===== src/rtl/cb_tag_allocator_pkg.sv =====
// Shared sizing for the completion-buffer tag allocator.
// Holds the buffer depth, the head-timeout limit and the derived
// tag, pointer, count and timer types used by the allocator and its head timer.
package cb_tag_allocator_pkg;

    localparam int unsigned log2size = 3;
    localparam int unsigned size     = 8;
    localparam int unsigned w_din    = 32;
    localparam int unsigned to_cyc   = 255;
    localparam int unsigned w_to     = 8;

    // tag: slot index; ptr: slot index plus lap bit; cnt: 0..size
    typedef logic [log2size-1:0] tag_t;
    typedef logic [log2size:0]   ptr_t;
    typedef logic [log2size:0]   cnt_t;
    typedef logic [w_to-1:0]     to_t;

    localparam cnt_t size_cnt    = cnt_t'(size);
    localparam to_t  to_sat      = to_t'(to_cyc);
    localparam to_t  to_last     = to_t'(to_cyc - 1);

    // Slot index part of a lap-extended pointer
    function automatic tag_t ptr_tag(input ptr_t p);
        return p[log2size-1:0];
    endfunction

endpackage


===== src/rtl/cb_tag_allocator_if.sv =====
// Requester / completion / error bundle of the tag allocator.
//   req_v, req_rdy, req_tag, req_gen : tag request handshake
//   cpl_v                             : in-order retire from the completion buffer
//   oldest_tag, out_cnt               : outstanding-list status
//   timeout_err, timeout_tag, underflow_err, err_clr : sticky error reporting
// master = requester/system side, slave = the allocator.
interface cb_tag_allocator_if;
    import cb_tag_allocator_pkg::*;

    logic req_v;
    logic req_rdy;
    tag_t req_tag;
    logic req_gen;
    logic cpl_v;
    tag_t oldest_tag;
    cnt_t out_cnt;
    logic timeout_err;
    tag_t timeout_tag;
    logic underflow_err;
    logic err_clr;

    modport master (
        output req_v, cpl_v, err_clr,
        input  req_rdy, req_tag, req_gen, oldest_tag, out_cnt,
               timeout_err, timeout_tag, underflow_err
    );

    modport slave (
        input  req_v, cpl_v, err_clr,
        output req_rdy, req_tag, req_gen, oldest_tag, out_cnt,
               timeout_err, timeout_tag, underflow_err
    );

endinterface


===== src/rtl/cb_tag_allocator_head_timer.sv =====
// Watches how long the oldest outstanding tag has been waiting.
// Ports:
//   clk, rst    : clock, synchronous active-high reset
//   busy        : at least one tag outstanding
//   retire      : head tag retires this cycle
//   head_tag    : current oldest tag
//   err_clr     : clear timeout_err / timeout_tag
//   timeout_err : sticky, head waited to_cyc cycles
//   timeout_tag : head tag captured when timeout_err set
module cb_tag_allocator_head_timer
    import cb_tag_allocator_pkg::*;
(
    input  logic clk,
    input  logic rst,
    input  logic busy,
    input  logic retire,
    input  tag_t head_tag,
    input  logic err_clr,
    output logic timeout_err,
    output tag_t timeout_tag
);

    to_t  to_cnt_r;
    logic timeout_err_r;
    tag_t timeout_tag_r;
    logic advance_s;
    logic to_set_s;

    // The counter advances only while the same head keeps waiting; the
    // error fires on the step that would reach the limit.
    always_comb begin
        advance_s = busy & ~retire;
        if (advance_s && (to_cnt_r == to_last)) begin
            to_set_s = 1'b1;
        end else begin
            to_set_s = 1'b0;
        end
    end

    // Head wait counter, saturating so it cannot retrigger without a new head
    always_ff @(posedge clk) begin
        if (rst) begin
            to_cnt_r <= '0;
        end else if (!advance_s) begin
            to_cnt_r <= '0;
        end else if (to_cnt_r != to_sat) begin
            to_cnt_r <= to_cnt_r + to_t'(1);
        end else begin
            to_cnt_r <= to_cnt_r;
        end
    end

    // Sticky timeout flag and tag; a new set beats a simultaneous clear,
    // and the first captured tag survives until it is cleared.
    always_ff @(posedge clk) begin
        if (rst) begin
            timeout_err_r <= 1'b0;
            timeout_tag_r <= '0;
        end else if (to_set_s) begin
            timeout_err_r <= 1'b1;
            if (!timeout_err_r || err_clr) begin
                timeout_tag_r <= head_tag;
            end else begin
                timeout_tag_r <= timeout_tag_r;
            end
        end else if (err_clr) begin
            timeout_err_r <= 1'b0;
            timeout_tag_r <= '0;
        end else begin
            timeout_err_r <= timeout_err_r;
            timeout_tag_r <= timeout_tag_r;
        end
    end

    assign timeout_err = timeout_err_r;
    assign timeout_tag = timeout_tag_r;

endmodule


===== src/rtl/cb_tag_allocator.sv =====
// Hands out completion-buffer slot tags in allocation order and frees them
// in order as the buffer retires entries. Reports outstanding count, the
// expected present-bit polarity of the granted slot, the head tag, and
// sticky underflow / head-timeout errors.
// Ports:
//   clk, rst : clock, synchronous active-high reset (drops req_rdy while high)
//   bus      : cb_tag_allocator_if.slave (request, completion, status, errors)
module cb_tag_allocator
    import cb_tag_allocator_pkg::*;
(
    input  logic                 clk,
    input  logic                 rst,
    cb_tag_allocator_if.slave    bus
);

    ptr_t alloc_ptr_r;
    ptr_t retire_ptr_r;
    logic underflow_err_r;

    cnt_t out_cnt_s;
    logic busy_s;
    logic req_rdy_s;
    logic grant_s;
    logic retire_s;
    logic uf_set_s;
    logic timeout_err_s;
    tag_t timeout_tag_s;

    // Occupancy and handshake decode; req_rdy looks only at registered
    // occupancy, so a retire does not free a slot until the next cycle.
    always_comb begin
        out_cnt_s = alloc_ptr_r - retire_ptr_r;
        busy_s    = (out_cnt_s != cnt_t'(0));
        if (rst || (out_cnt_s == size_cnt)) begin
            req_rdy_s = 1'b0;
        end else begin
            req_rdy_s = 1'b1;
        end
        grant_s  = bus.req_v & req_rdy_s;
        retire_s = bus.cpl_v & busy_s;
        uf_set_s = bus.cpl_v & ~busy_s;
    end

    // Allocation pointer; the MSB is the lap bit
    always_ff @(posedge clk) begin
        if (rst) begin
            alloc_ptr_r <= '0;
        end else if (grant_s) begin
            alloc_ptr_r <= alloc_ptr_r + ptr_t'(1);
        end else begin
            alloc_ptr_r <= alloc_ptr_r;
        end
    end

    // Retire pointer; a completion with nothing outstanding is ignored
    always_ff @(posedge clk) begin
        if (rst) begin
            retire_ptr_r <= '0;
        end else if (retire_s) begin
            retire_ptr_r <= retire_ptr_r + ptr_t'(1);
        end else begin
            retire_ptr_r <= retire_ptr_r;
        end
    end

    // Sticky underflow flag; set beats a simultaneous clear
    always_ff @(posedge clk) begin
        if (rst) begin
            underflow_err_r <= 1'b0;
        end else if (uf_set_s) begin
            underflow_err_r <= 1'b1;
        end else if (bus.err_clr) begin
            underflow_err_r <= 1'b0;
        end else begin
            underflow_err_r <= underflow_err_r;
        end
    end

    cb_tag_allocator_head_timer u_head_timer (
        .clk         (clk),
        .rst         (rst),
        .busy        (busy_s),
        .retire      (retire_s),
        .head_tag    (ptr_tag(retire_ptr_r)),
        .err_clr     (bus.err_clr),
        .timeout_err (timeout_err_s),
        .timeout_tag (timeout_tag_s)
    );

    assign bus.req_rdy       = req_rdy_s;
    assign bus.req_tag       = ptr_tag(alloc_ptr_r);
    assign bus.req_gen       = ~alloc_ptr_r[log2size];
    assign bus.oldest_tag    = ptr_tag(retire_ptr_r);
    assign bus.out_cnt       = out_cnt_s;
    assign bus.timeout_err   = timeout_err_s;
    assign bus.timeout_tag   = timeout_tag_s;
    assign bus.underflow_err = underflow_err_r;

endmodule

===== src/flat_wrapper.sv =====
// flat-port wrapper written by rule: the top's interface ports become plain ports
module cb_tag_allocator_flat import cb_tag_allocator_pkg::*;
  (clk, rst, bus_req_v, bus_cpl_v, bus_err_clr, bus_req_rdy, bus_req_tag, bus_req_gen, bus_oldest_tag, bus_out_cnt, bus_timeout_err, bus_timeout_tag, bus_underflow_err);
  cb_tag_allocator_if bus_i ();
  input  logic clk;
  input  logic rst;
  input wire logic [$bits(bus_i.req_v)-1:0] bus_req_v;
  input wire logic [$bits(bus_i.cpl_v)-1:0] bus_cpl_v;
  input wire logic [$bits(bus_i.err_clr)-1:0] bus_err_clr;
  output wire logic [$bits(bus_i.req_rdy)-1:0] bus_req_rdy;
  output wire logic [$bits(bus_i.req_tag)-1:0] bus_req_tag;
  output wire logic [$bits(bus_i.req_gen)-1:0] bus_req_gen;
  output wire logic [$bits(bus_i.oldest_tag)-1:0] bus_oldest_tag;
  output wire logic [$bits(bus_i.out_cnt)-1:0] bus_out_cnt;
  output wire logic [$bits(bus_i.timeout_err)-1:0] bus_timeout_err;
  output wire logic [$bits(bus_i.timeout_tag)-1:0] bus_timeout_tag;
  output wire logic [$bits(bus_i.underflow_err)-1:0] bus_underflow_err;
  assign bus_i.req_v = bus_req_v;
  assign bus_i.cpl_v = bus_cpl_v;
  assign bus_i.err_clr = bus_err_clr;
  assign bus_req_rdy = bus_i.req_rdy;
  assign bus_req_tag = bus_i.req_tag;
  assign bus_req_gen = bus_i.req_gen;
  assign bus_oldest_tag = bus_i.oldest_tag;
  assign bus_out_cnt = bus_i.out_cnt;
  assign bus_timeout_err = bus_i.timeout_err;
  assign bus_timeout_tag = bus_i.timeout_tag;
  assign bus_underflow_err = bus_i.underflow_err;
  cb_tag_allocator u_core (.clk(clk), .rst(rst), .bus(bus_i));
endmodule

===== config.mk =====
export PLATFORM = sky130hd
export DESIGN_NAME = cb_tag_allocator_flat
export DESIGN_NICKNAME = d
export VERILOG_FILES = /design/src/rtl/cb_tag_allocator_pkg.sv /design/src/rtl/cb_tag_allocator_if.sv /design/src/rtl/cb_tag_allocator_head_timer.sv /design/src/rtl/cb_tag_allocator.sv /design/src/flat_wrapper.sv
export SDC_FILE = /design/constraint.sdc
export NUM_CORES = 1
export LEC_CHECK = 0
export CAP_MARGIN = 15
export CORE_ASPECT_RATIO = 0.8
export CORE_MARGIN = 4
export CORE_UTILIZATION = 45
export CTS_CLUSTER_SIZE = 14
export DETAILED_ROUTE_END_ITERATION = 8
export PLACE_DENSITY = 0.78
export SYNTH_ARGS = -nofsm -noshare
export SYNTH_HDL_FRONTEND = slang
export SYNTH_SLANG_ARGS = --single-unit

===== constraint.sdc =====
create_clock -name clk -period 2.25 [get_ports clk]
set_input_delay 0.675 -clock clk [delete_from_list [all_inputs] [get_ports clk]]
set_output_delay 0.675 -clock clk [all_outputs]
set_load 0.005 [all_outputs]

==> results.py <==
metrics = {
    "synthesis": {
        "ys_ff_latch": 21,
        "ys_types": 40,
        "yosys_warnings": 0,
        "synth_async_sr_flop_share_pct": 0,
        "syn_area_um2": 1180,
        "ys_seq_area_share_pct": 35.5,
        "synth_nets": 146,
        "synth_edf_count": 0,
        "syn_area_per_cell_um2": 8.90,
        "synth_cells": 133,
        "ys.flop_type": "dfxtp_1",
    },
    "place": {
        "io_buffers": 21,
        "postPlaceCellArea_um2": 1550,
        "place_congestion": 0.750,
        "dp_cells": 204,
        "dp_hpwl_um": 2240,
    },
    "grt": {
        "grt.total_usage_pct": 22.6,
        "antenna_found_initial": 0,
        "grt_first_pass_wirelength_um": 5900,
        "overflow": 0,
        "grt_max_degree": 14,
        "first_global_vias": 1249,
    },
    "cts": {
        "clk_latency_ns": 0.32,
        "cts_sinks": 21,
        "path_clk_slew_ns": 0.12,
        "tritoncts": "yes",
        "cts-hold-fix-buffers": 0,
        "ctsLongestPathBuffers": 2,
        "cts_buffers": 3,
        "ctsHtreeMaxLevel": 1,
        "cts_root_buf": "clkbuf_4",
    },
    "routing": {
        "drc": 0,
        "vias_per_cell": 5.44,
        "drt_pre_antenna_iters": 4,
        "wl_um": 3750,
        "dr_total_vias": 1213,
        "ant_nets": 0,
        "drt-initial-drc-count": 33,
        "wire_per_inst_um": 16.8,
    },
    "die": {
        "die-area_um2": 3520,
        "num_rows": 16,
        "fp.dieH_um": 53.9,
        "start_util_pct": 47.7,
        "pin_count": 22,
        "dieWidth_um": 65.3,
        "core_um2": 2480,
    },
    "outcome": {
        "violations": "negative setup slack",
        "outcome": "finished, violations left",
    },
    "layout": {
        "multiInputGateArea_um2": 782,
        "seq_area_um2": 428,
        "antenna_cells": 0,
        "final_cell_area_um2": 1840,
        "layout.nets": 201,
        "area_growth_pct": 55.7,
        "final_common_cell": "buf_4",
        "final_cell_mix": "buf_4, clkdlybuf4s50_1, dfxtp_1, nor2_1, buf_6",
        "nFillCells": 181,
        "finalNonFillerCells": 223,
        "drive_gt1_share_pct": 44.4,
    },
    "timing": {
        "slew_headroom_pct": 77.2,
        "setup-violations-final": 12,
        "fin_crit_sh_pct": 117,
        "maxSlewViolCount": 0,
        "fin_skew_ns": 0.00386,
        "fin_setup_tns_ns": -1.17,
        "fmax_mhz": 381,
        "setup_ws_ns": -0.374,
        "max_slew.worst_pin.slew_ns": 0.340,
        "hold_viol": 0,
        "rsz0062_at_grt": "true",
        "min_period_ns": 2.62,
    },
    "setup_path": {
        "reg2reg_depth": 13,
        "arrival_ns": 1.95,
        "r2r_end": "u_core.alloc_ptr_r[3]$_SDFFE_PP0P_",
        "path_cells": "inv_2 -> ha_4 -> inv_2 -> fa_2 -> xor2_2 -> buf_4 -> nor3_4 -> a21oi_1 -> buf_2",
        "cpPeakStageDelay_ns": 0.35,
        "path_max_fanout": 2,
        "worst_setup_path_end_kind": "output pin",
        "critPathKind": "reg2out",
        "reg2reg_setup_slack_ns": -0.11,
        "r2r_start": "u_core.alloc_ptr_r[0]$_SDFFE_PP0P_",
        "crit_path_top_delay_cell": "fa_2",
        "cpMostUsedCell": "inv_2",
        "crit_required_ns": 1.57,
        "startpoint_type": "flop",
    },
    "min_path": {
        "hp-start": "u_core.u_head_timer.timeout_tag[2]$_SDFFE_PP0P_",
        "min_path_cells": 1,
        "min_to": "u_core.u_head_timer.timeout_tag[2]$_SDFFE_PP0P_",
        "hold_path.class": "reg2reg",
    },
    "pwr": {
        "power_w": 0.00235,
        "vdd_ir_drop_max_uv": 772,
        "cellPowerDensity_nw_per_um2": 1280,
        "p_leak_nw": 0.747,
    },
    "flow_run": {
        "cap_violations": 0,
    },
}
[flip-flops by register name (all words and copies together), names as in the netlist]
| signal | count |
|---|---|
| u_core.alloc_ptr_r | 4 |
| u_core.bus.underflow_err | 1 |
| u_core.retire_ptr_r | 4 |
| u_core.u_head_timer.timeout_err | 1 |
| u_core.u_head_timer.timeout_tag | 3 |
| u_core.u_head_timer.to_cnt_r | 8 |
[where the power goes]
| part | leakage [nW] | internal [W] | switching (W) | total (W) |
|---|---|---|---|---|
| Sequential | 0.173 | 0.000427 | 0.0000492 | 0.000476 |
| Combinational | 0.559 | 0.000983 | 0.000701 | 0.00168 |
| Clock | 0.0150 | 0.0000696 | 0.000125 | 0.000194 |
| Total | 0.747 | 0.00148 | 0.000875 | 0.00235 |
[cell usage after synthesis (all sizes together), types with 3 or more instances]
cell,n,area [um^2]
dfxtp,21,420
nor2,12,45.0
a21oi,10,50.1
inv,10,37.5
buf,8,61.3
ha,7,87.6
nand3,6,30.0
nand2,5,18.8
o21ai,5,25.0
xnor2,5,43.8
xor2,5,51.3
or3,4,25.0
a22o,3,26.3
nand4,3,18.8
[metal layers]
metal	up-vias	part of all wire, %	GRT usage (%)	wire (um)
li1	567	-	-	-
met4	0	1.5	10.7	56
met1	588	38	24.6	1440
met3	6	7.7	6.26	288
met2	52	52	41.5	1960
met5	-	0	0	0
[per-stage QoR]
step	hold slack, ns	utilization, %	setup WS [ns]
floorplan	0.474	-	0.0118
global placement	0.478	62.6	-0.201
detailed placement	0.481	62.6	-0.271
CTS	0.518	71.3	-0.330
global route	0.546	74.2	-0.466
finish	0.524	74.2	-0.374
[kinds of logic (layout without fill, tap and decap cells)]
family	Yosys count	in the layout	share of synthesized area, %
AND/OR/NAND/NOR	44	44	20.8
buffers and inverters	20	74	8.99
adder cells (fa/ha/maj)	8	8	9.09
multiplexers	2	2	1.69
AO/OA/AOI/OAI	28	28	15.9
flip-flops	21	21	35.5
XOR/XNOR	10	10	8.03
[critical path: cells and delay by family (launching register included)]
kind | cells | cell delay, ns
buffers and inverters | 4 | 0.38
and+or+nand+nor | 1 | 0.17
xor gates and xnor gates | 1 | 0.17
AOI/OAI and AO/OA | 1 | 0.08
DFF | 1 | 0.34
adders and majority gates | 2 | 0.48
[final cells by class]
cell class	count	share of cell area (%)
Clock buffer	4	1.43
Inverter	10	2.04
Multi-Input combinational cell	92	42.4
Timing Repair Buffer	60	28.4
Sequential cell	21	23.2
Tap cell	36	2.44
[worst max path at each step]
stage                                        start                                         endpoint  cells after the start
4_1_cts         u_core.alloc_ptr_r[0]$_SDFFE_PP0P_                                      bus_req_rdy                      9
6_report        u_core.alloc_ptr_r[0]$_SDFFE_PP0P_                                      bus_req_rdy                      9
3_5_place_dp   u_core.retire_ptr_r[2]$_SDFFE_PP0P_                                      bus_req_rdy                      7
5_1_grt         u_core.alloc_ptr_r[0]$_SDFFE_PP0P_                                      bus_req_rdy                      9
3_3_place_gp   u_core.retire_ptr_r[2]$_SDFFE_PP0P_                                      bus_req_rdy                      7
2_1_floorplan   u_core.alloc_ptr_r[0]$_SDFFE_PP0P_  u_core.u_head_timer.timeout_tag[1]$_SDFFE_PP0P_                      9
[what timing repair did]
| item | in CTS | in global routing |
|---|---|---|
| gates resized for setup | 45 | 12 |
| pin swaps | 18 | 14 |
| buffers inserted | 12 | 6 |
| endpoints found under the setup margin | 12 | 24 |
No activity file was read; power rests on OpenSTA's default activity.
